--- src/rtl/step_pulse_gen.sv ---
// step_pulse_gen
//   Turns one-cycle step requests from the tracking regulator into
//   timing-correct STEP/DIR/ENABLE signals for an external stepper driver.
//   Guarantees DIR setup before STEP rises, a minimum STEP high width and a
//   minimum STEP low gap. One request arriving while busy is buffered; a
//   further one is dropped and flagged in the sticky overrun bit. A signed
//   position counter follows every issued pulse.
//
// Optional build macro: STEP_SOFT_LIMIT_EN
//   Adds POS_MIN/POS_MAX parameters and the limit_hit output. A request that
//   would carry pos outside [POS_MIN, POS_MAX] is discarded at its launch
//   decision and limit_hit pulses for one cycle.
//
// Ports
//   clk        in   system clock
//   rst        in   asynchronous active-high reset
//   sm_en      in   motor enable from the regulator
//   step_req   in   one-cycle step request
//   dir_req    in   direction of step_req (1 = forward)
//   clr_ovr    in   synchronous clear of overrun
//   step_out   out  STEP pin
//   dir_out    out  DIR pin
//   en_out     out  ENABLE pin (sm_en delayed one cycle)
//   busy       out  pulse sequence in progress or request pending
//   overrun    out  sticky, a request was dropped
//   pos        out  signed step position (wraps)
//   limit_hit  out  (STEP_SOFT_LIMIT_EN only) request rejected by soft limit
module step_pulse_gen #(
  parameter int unsigned DIR_SETUP = 10,
  parameter int unsigned PULSE_W   = 50,
  parameter int unsigned PULSE_GAP = 50,
  parameter int unsigned POS_W     = 16
`ifdef STEP_SOFT_LIMIT_EN
  ,
  parameter int          POS_MIN   = -1000,
  parameter int          POS_MAX   = 1000
`endif
) (
  input  logic                    clk,
  input  logic                    rst,
  input  logic                    sm_en,
  input  logic                    step_req,
  input  logic                    dir_req,
  input  logic                    clr_ovr,
  output logic                    step_out,
  output logic                    dir_out,
  output logic                    en_out,
  output logic                    busy,
  output logic                    overrun,
  output logic signed [POS_W-1:0] pos
`ifdef STEP_SOFT_LIMIT_EN
  ,
  output logic                    limit_hit
`endif
);

  localparam int unsigned MAXC_A = (DIR_SETUP > PULSE_W) ? DIR_SETUP : PULSE_W;
  localparam int unsigned MAXC   = (MAXC_A > PULSE_GAP) ? MAXC_A : PULSE_GAP;
  // Counters load N-1 and count down to zero, so N cycles are spent per state.
  localparam int unsigned CNT_W  = (MAXC > 1) ? $clog2(MAXC) : 1;

  localparam logic [CNT_W-1:0] SETUP_LD = CNT_W'(DIR_SETUP - 1);
  localparam logic [CNT_W-1:0] HIGH_LD  = CNT_W'(PULSE_W - 1);
  localparam logic [CNT_W-1:0] GAP_LD   = CNT_W'(PULSE_GAP - 1);

  typedef enum logic [1:0] {S_IDLE, S_SETUP, S_HIGH, S_LOW} state_t;

  state_t                  state_q, state_d;
  logic [CNT_W-1:0]        cnt_q, cnt_d;
  logic                    dir_l_q, dir_l_d;
  logic                    dir_q, dir_d;
  logic                    step_q, step_d;
  logic                    en_q;
  logic                    pend_q, pend_d;
  logic                    pend_dir_q, pend_dir_d;
  logic                    ovr_q, ovr_d;
  logic signed [POS_W-1:0] pos_q, pos_d;

  logic accept, decide, src_pend, src_req, start, start_dir, consume;
  logic blocked, enter_high, high_dir, ovr_set;

  // Request arbitration: the pending slot has priority over a fresh request.
  // A launch decision happens in IDLE or in the last LOW cycle.
  always_comb begin
    accept    = sm_en & step_req;
    decide    = (state_q == S_IDLE) || ((state_q == S_LOW) && (cnt_q == '0));
    src_pend  = pend_q & sm_en;
    src_req   = (state_q == S_IDLE) & ~src_pend & accept;
    start     = decide & (src_pend | src_req);
    start_dir = src_pend ? pend_dir_q : dir_req;
    consume   = decide & src_pend;
  end

`ifdef STEP_SOFT_LIMIT_EN
  localparam logic signed [POS_W:0] MIN_L = (POS_W+1)'(POS_MIN);
  localparam logic signed [POS_W:0] MAX_L = (POS_W+1)'(POS_MAX);
  logic signed [POS_W:0] tgt;
  logic                  lim_d, lim_q;

  // One extra bit so the range test sees the unwrapped target.
  always_comb begin
    tgt     = {pos_q[POS_W-1], pos_q} + (start_dir ? (POS_W+1)'(1) : '1);
    blocked = (tgt < MIN_L) || (tgt > MAX_L);
  end
`else
  assign blocked = 1'b0;
`endif

  always_comb begin
    state_d    = state_q;
    cnt_d      = cnt_q;
    dir_d      = dir_q;
    dir_l_d    = dir_l_q;
    enter_high = 1'b0;
    high_dir   = dir_l_q;
`ifdef STEP_SOFT_LIMIT_EN
    lim_d      = 1'b0;
`endif

    case (state_q)
      S_SETUP: begin
        if (cnt_q == '0) enter_high = 1'b1;
        else             cnt_d = cnt_q - CNT_W'(1);
      end
      S_HIGH: begin
        if (cnt_q == '0) begin
          state_d = S_LOW;
          cnt_d   = GAP_LD;
        end else begin
          cnt_d = cnt_q - CNT_W'(1);
        end
      end
      S_LOW: begin
        if (cnt_q != '0) cnt_d = cnt_q - CNT_W'(1);
      end
      default: ;
    endcase

    // LOW's last cycle shares IDLE's decision so back-to-back pulses add no idle cycle.
    if (decide) begin
      state_d = S_IDLE;
      if (start) begin
        if (blocked) begin
`ifdef STEP_SOFT_LIMIT_EN
          lim_d = 1'b1;
`endif
        end else begin
          dir_l_d = start_dir;
          if (start_dir != dir_q) begin
            dir_d   = start_dir;
            state_d = S_SETUP;
            cnt_d   = SETUP_LD;
          end else begin
            enter_high = 1'b1;
            high_dir   = start_dir;
          end
        end
      end
    end

    if (enter_high) begin
      state_d = S_HIGH;
      cnt_d   = HIGH_LD;
    end

    pos_d  = enter_high ? (high_dir ? pos_q + POS_W'(1) : pos_q - POS_W'(1)) : pos_q;
    step_d = (state_d == S_HIGH);

    // A slot freed by this cycle's launch can take this cycle's request.
    pend_d     = pend_q;
    pend_dir_d = pend_dir_q;
    ovr_set    = 1'b0;
    if (!sm_en || consume) pend_d = 1'b0;
    if (accept && !src_req) begin
      if (!pend_q || consume) begin
        pend_d     = 1'b1;
        pend_dir_d = dir_req;
      end else begin
        ovr_set = 1'b1;
      end
    end
    ovr_d = ovr_set ? 1'b1 : (clr_ovr ? 1'b0 : ovr_q);
  end

  always_ff @(posedge clk or posedge rst) begin
    if (rst) begin
      state_q    <= S_IDLE;
      cnt_q      <= '0;
      dir_l_q    <= 1'b0;
      dir_q      <= 1'b0;
      step_q     <= 1'b0;
      en_q       <= 1'b0;
      pend_q     <= 1'b0;
      pend_dir_q <= 1'b0;
      ovr_q      <= 1'b0;
      pos_q      <= '0;
    end else begin
      state_q    <= state_d;
      cnt_q      <= cnt_d;
      dir_l_q    <= dir_l_d;
      dir_q      <= dir_d;
      step_q     <= step_d;
      en_q       <= sm_en;
      pend_q     <= pend_d;
      pend_dir_q <= pend_dir_d;
      ovr_q      <= ovr_d;
      pos_q      <= pos_d;
    end
  end

`ifdef STEP_SOFT_LIMIT_EN
  always_ff @(posedge clk or posedge rst) begin
    if (rst) lim_q <= 1'b0;
    else     lim_q <= lim_d;
  end
  assign limit_hit = lim_q;
`endif

  assign step_out = step_q;
  assign dir_out  = dir_q;
  assign en_out   = en_q;
  assign busy     = (state_q != S_IDLE) | pend_q;
  assign overrun  = ovr_q;
  assign pos      = pos_q;

endmodule

--- config.mk ---
export PLATFORM = sky130hd
export DESIGN_NAME = step_pulse_gen
export DESIGN_NICKNAME = d
export VERILOG_FILES = /design/src/rtl/step_pulse_gen.sv
export SDC_FILE = /design/constraint.sdc
export NUM_CORES = 1
export LEC_CHECK = 0
export ABC_AREA = 1
export CORE_UTILIZATION = 40
export CTS_BUF_LIST = sky130_fd_sc_hd__clkbuf_4 sky130_fd_sc_hd__clkbuf_8
export DETAILED_ROUTE_END_ITERATION = 7
export GPL_ROUTABILITY_DRIVEN = 1
export GPL_TIMING_DRIVEN = 0
export PLACE_DENSITY = 0.66
export SYNTH_ARGS = -nofsm -noshare
export SYNTH_HDL_FRONTEND = slang
export SYNTH_SLANG_ARGS = --single-unit
--- constraint.sdc ---
create_clock -name clk -period 2.9 [get_ports clk]
set_input_delay 0.435 -clock clk [delete_from_list [all_inputs] [get_ports clk]]
set_output_delay 0.435 -clock clk [all_outputs]
set_load 0.01 [all_outputs]
# Word-level counts from Yosys, hierarchy flattened
# Index checks and enable logic that the tools add are counted.
# op_classes
reduce_logical	16
bitwise	9
mux	31
addsub	3
n_eq_ne	5
# op_table
operator	n
$mux 6	7
$mux 1	18
$pmux 6 s3	1
$add 16x2->16 const B	1
$mux 16	1
$sub 16x2->16 const B	1
$mux 2	4
$and 1x1->1	6
$eq 2x2->1 const B	3
$logic_not 6->1	1
$reduce_bool 6->1	1
$sub 6x1->6 const B	1
$reduce_and 2->1	2
$reduce_bool 2->1	2
$logic_not 1->1	3
$logic_or 1x1->1	3
$reduce_and 3->1	1
$eq 2x1->1 const B	1
$logic_and 1x1->1	2
$logic_not 2->1	1
$or 1x1->1	2
$ne 1x1->1	1
$not 1->1	1
# totals
input_bits	6
register_bits	31
wordCells	74

# Longest topological paths before layout
# logic_depth
depth_word	10
ltp_mapped	21

# Least setup slack after synthesis
# Ideal clock, no wire load.
# synth_path
kind	reg-to-reg
start	reg cnt_q[0]
end	reg pos_q[10] (netlist: pos[10])
t_required_ps	2782
stages_incl_launch_ff	21
setup_ps	118
path_slack_ps	530
period_less_slack_ps	2370
arrival_time_ps	2252
cell_sequence	dfrtp_1 > inv_1 > ha_1 > nand2_1 > nor2_2 > nand3_2 > a21oi_4 > nand2_2 > nand3_1 > nand2_1 > inv_1 > ha_1 > inv_1 > nand2_1 > nand3_2 > o21ai_2 > nand2_1 > nand2_1 > nand2_1 > nand3_1 > nand2_1
# synth_via
elab_chain_cells	7
elab_cells_between_ends	12
classes_between	mux: 8; bitwise: 1; reduce/logical: 3
# synth_lines
element	line	text
from (decl)	69	logic [CNT_W-1:0] cnt_q, cnt_d;
from (signal assigned)	199	cnt_q <= cnt_d;
$logic_not 6->1 *	86, 122	
$logic_and 1x1->1	86	decide = (state_q == S_IDLE) || ((state_q == S_LOW) && (cnt_q == '0));
$logic_or 1x1->1	86	
$and 1x1->1	89	start = decide & (src_pend | src_req);
$mux 1	142	if (start) begin
$mux 1	140	if (decide) begin
$mux 16	166	pos_d = enter_high ? (high_dir ? pos_q + POS_W'(1) : pos_q - POS_W'(1)) : pos_q;
to (signal assigned)	207	pos_q <= pos_d;
to (decl)	77	logic signed [POS_W-1:0] pos_q, pos_d;
# Every way passes the cells marked *; elsewhere a longest branch is shown, timed or not.
# A chain may end at the register's enable or synchronous reset.

# Final worst setup path
# layout_path
start	in sm_en
end	reg pos_q[10] (netlist: pos[10])
# layout_via
elab_chain_cells	9
elab_cells_between_ends	16
classes_between	eq/ne: 1; mux: 8; bitwise: 7
# layout_lines
element	line	text
from (decl)	41	input logic sm_en,
$and 1x1->1	87	src_pend = pend_q & sm_en;
$not 1->1	88	src_req = (state_q == S_IDLE) & ~src_pend & accept;
$and 1x1->1 (2 in series)	88	
$or 1x1->1	89	
$and 1x1->1	89	
$mux 1	142	
$mux 1	140	
$mux 16	166	
# Several ways; a longest one is shown, not always the timed one.

==> flow_summary.yaml <==
timing:
  finalSetupTns_ns: 0
  hold_ws_ns: 0.441
  tightest_slew_ns: 0.611
  min_period_over_period: 0.909
  slew_headroom: 0.590
  finalMaxSlewViolations: 0
  fin_skew_ns: 0.0110
  hold_viol: 0
  max_freq_mhz: 379
  post-route-min-period_ns: 2.64
  setup_violations: 0
critical_path:
  r2r.worst_path.cells: 20
  crit_type: "input port to register"
  cp.depth: 21
  reg2reg_to: "pos[10]"
  critPathBufInv: 4
  start_kind: "input port"
  arrival_ns: 2.83
  crit_end: "pos[10]"
  cp-end-kind: "register"
  critPathLaunch: "sm_en"
  cp_max_fo: 5
  cp_cell_sequence: "clkdlybuf4s50_1 -> nand2_1 -> nand2_1 -> nand2_1 -> nand2_1 -> inv_1 -> a21oi_1 -> nand2_4 -> nand3_1 -> nand2_1 -> inv_1 -> ha_1 -> inv_1 -> nand2_1 -> nand3_2 -> o21ai_4 -> nand2_1 -> nand2_1 -> nand2_1 -> nand3_1 -> nand2_1"
  ff2ff_setup_slack_ns: 0.26
  r2r_start: "cnt_q[0]"
  slowest_delay_ns: 0.55
  slowest_stage: "clkdlybuf4s50_1"
  cp_top_family: "simple AND/OR/NAND/NOR gates"
  crit_required_ns: 3.10
  path_common_cell: "nand2_1"
floorplanning:
  num_io_pins: 27
  dieArea_sq_um: 6220
  die_h_um: 78.9
  coreArea_sq_um: 5610
  initial_core_util: 0.422
  die_x_um: 78.9
  row_count: 27
logic_synthesis:
  ys_ff_latch: 31
  synth_seq_area_share: 0.328
  syn-num-nets: 348
  synthCells: 339
  avgSynthCellArea_sq_um: 6.98
  syn-cell-area_sq_um: 2360
  synth-async-reset-ratio: 1.00
  synth_edf_count: 0
  yosysUniqueCellTypes: 40
  ys.warnings.count: 0
  synth_ff_type: "dfrtp_1"
global_routing:
  grt-ovfl-total: 0
  grt_pass1_vias: 2212
  grt.total_usage: 0.211
  antenna_found_initial: 0
  grt_max_degree: 32
  grt_pass1_wl_mm: 10.2
power_and_ir_drop:
  switching_power_mw: 0.217
  internal_power_mw: 0.715
  p_seq_frac: 0.473
  clkPwrFrac: 0.476
  ir_drop_uv: 171
  power_mw: 0.932
  p_per_area_nw_per_um2: 323
  comb_power_share: 0.051
  p_leak_nw: 1.46
  swShare: 0.233
placed_design:
  post-dp-hpwl_mm: 4.19
  dp_cells: 437
  portBuffers: 26
  place_congestion: 0.848
detailed_routing:
  via_count: 2261
  vias_per_cell: 5.06
  drc: 0
  wire_per_inst_um: 12.8
  wirelength_mm: 5.73
  drt_iter0_drc: 197
  dr.pass1.iters: 4
  ant_nets: 0
clocking:
  insertion_delay_ns: 0.30
  cts-root-buf: "clkbuf_8"
  htree_levels: 2
  cts_tree: "built"
  ctsHoldBuffers: 0
  cts_made_buffers: 5
  path_clk_slew_ns: 0.08
  cts.sink_count: 31
  clock_path_buffers: 2
layout:
  num_antenna_cells: 0
  final_util: 0.515
  nNetsFinal: 383
  mostFrequentLayoutCells: "97 x nand2_1, 48 x inv_1, 31 x dfrtp_1, 27 x nand3_1, 26 x clkdlybuf4s50_1"
  final_common_cell: "nand2_1"
  nFillCells: 572
  area_growth_syn_to_layout_pct: 22.1
  drive_gt1_frac: 0.147
  finalNonFillerCells: 447
run:
  cap_violations: 0
outcome:
  status: "completed"
min_path:
  hold_path.class: "input port to asynchronous set/reset pin"
-- metrics by stage --
stage | setup WS, ns | instance area, sq um
floorplan | 0.530 | 2360
global placement | -0.0316 | 2720
detailed placement | -0.0873 | 2720
CTS | 0.163 | 2830
global route | -0.0406 | 2890
finish | 0.265 | 2890
-- synthesized netlist by cell type, types with 2 or more instances --
cell type | count | share of area
nand2_1 | 97 | 0.15
inv_1 | 49 | 0.078
dfrtp_1 | 31 | 0.33
nand3_1 | 28 | 0.059
nor2_1 | 24 | 0.038
nand2_2 | 18 | 0.048
o21ai_0 | 15 | 0.032
a21oi_1 | 9 | 0.019
o41ai_1 | 9 | 0.033
nand2_4 | 7 | 0.033
xor2_1 | 7 | 0.026
o21ai_1 | 5 | 0.011
ha_1 | 3 | 0.016
nor2_2 | 3 | 0.0079
a22oi_1 | 2 | 0.0063
buf_2 | 2 | 0.0042
clkinv_1 | 2 | 0.0032
inv_2 | 2 | 0.0032
nand3_2 | 2 | 0.0085
nand3b_1 | 2 | 0.0063
nor3_1 | 2 | 0.0042
xnor2_1 | 2 | 0.0074
-- power groups by stage --
| stage | combinational [mW] | clock, mW | sequential (mW) |
|---|---|---|---|
| final | 0.0475 | 0.444 | 0.441 |
| after global routing | 0.0540 | 0.467 | 0.442 |
| after CTS | 0.0439 | 0.452 | 0.441 |
| after detailed placement | 0.0436 | 0 | 0.449 |
| after global placement | 0.0429 | 0 | 0.449 |
| after floorplan | 0.0256 | 0 | 0.450 |
-- sequential cells by signal, summed over array words and instances, names as in the netlist --
register    count
cnt_q           6
dir_l_q         1
dir_out         1
en_out          1
overrun         1
pend_dir_q      1
pend_q          1
pos            16
state_q         2
step_out        1
-- worst min path at each step --
| stage | end | slack [ns] | cells past startpoint |
|---|---|---|---|
| 2_1_floorplan | en_out | 0.47 | 0 |
| 3_3_place_gp | pend_dir_q | 0.49 | 1 |
| 6_report | state_q[1] | 0.44 | 2 |
| 3_5_place_dp | pend_dir_q | 0.50 | 1 |
| 5_1_grt | state_q[1] | 0.49 | 2 |
| 4_1_cts | pend_dir_q | 0.52 | 1 |
-- what timing repair did --
action | in CTS | in global routing
resized for setup | 0 | 4
endpoints found under the hold margin | 0 | 0
setup endpoints to repair | 0 | 3
setup buffers | 0 | 1
-- worst reg2reg max path: stages, from the launching register on --
cell and delay, ns:
dfrtp_1 0.41, inv_1 0.08, ha_1 0.17, nand2_1 0.10, nor2_4 0.17, nand3_4 0.12, a21oi_4 0.25, nand2_2 0.12
nand3_2 0.11, nand2_1 0.05, inv_1 0.05, ha_1 0.12, inv_1 0.03, nand2_1 0.11, nand3_2 0.13, o21ai_4 0.18
nand2_1 0.09, nand2_1 0.06, nand2_1 0.05, nand3_1 0.07, nand2_1 0.05
-- cells by family after synthesis --
logic type               synth area share
AO/OA/AOI/OAI                       0.147
XOR/XNOR                           0.0333
adder cells (fa/ha/maj)            0.0159
buffers and inverters               0.107
flip-flops                          0.328
multiplexers                      0.00476
AND/OR/NAND/NOR                     0.364
-- layout make-up --
class | instances | area [sq um] | share of cell area
inverters | 54 | 205 | 0.0711
repair buffers | 28 | 295 | 0.102
flip-flops and latches | 31 | 776 | 0.269
clock inverters | 3 | 43.8 | 0.0152
clock buffers | 5 | 68.8 | 0.0238
plain buffers | 6 | 47.5 | 0.0165
multi-input cells | 248 | 1360 | 0.471
well taps | 72 | 90.1 | 0.0312
-- layer usage --
metal	track usage	up-vias	wire length, um
met5	0	-	0
met4	0.0764	0	70
met3	0.0448	6	324
met2	0.324	60	2560
met1	0.290	1036	2780
li1	-	1159	-
Note: power is estimated with default switching activity, not from simulation.
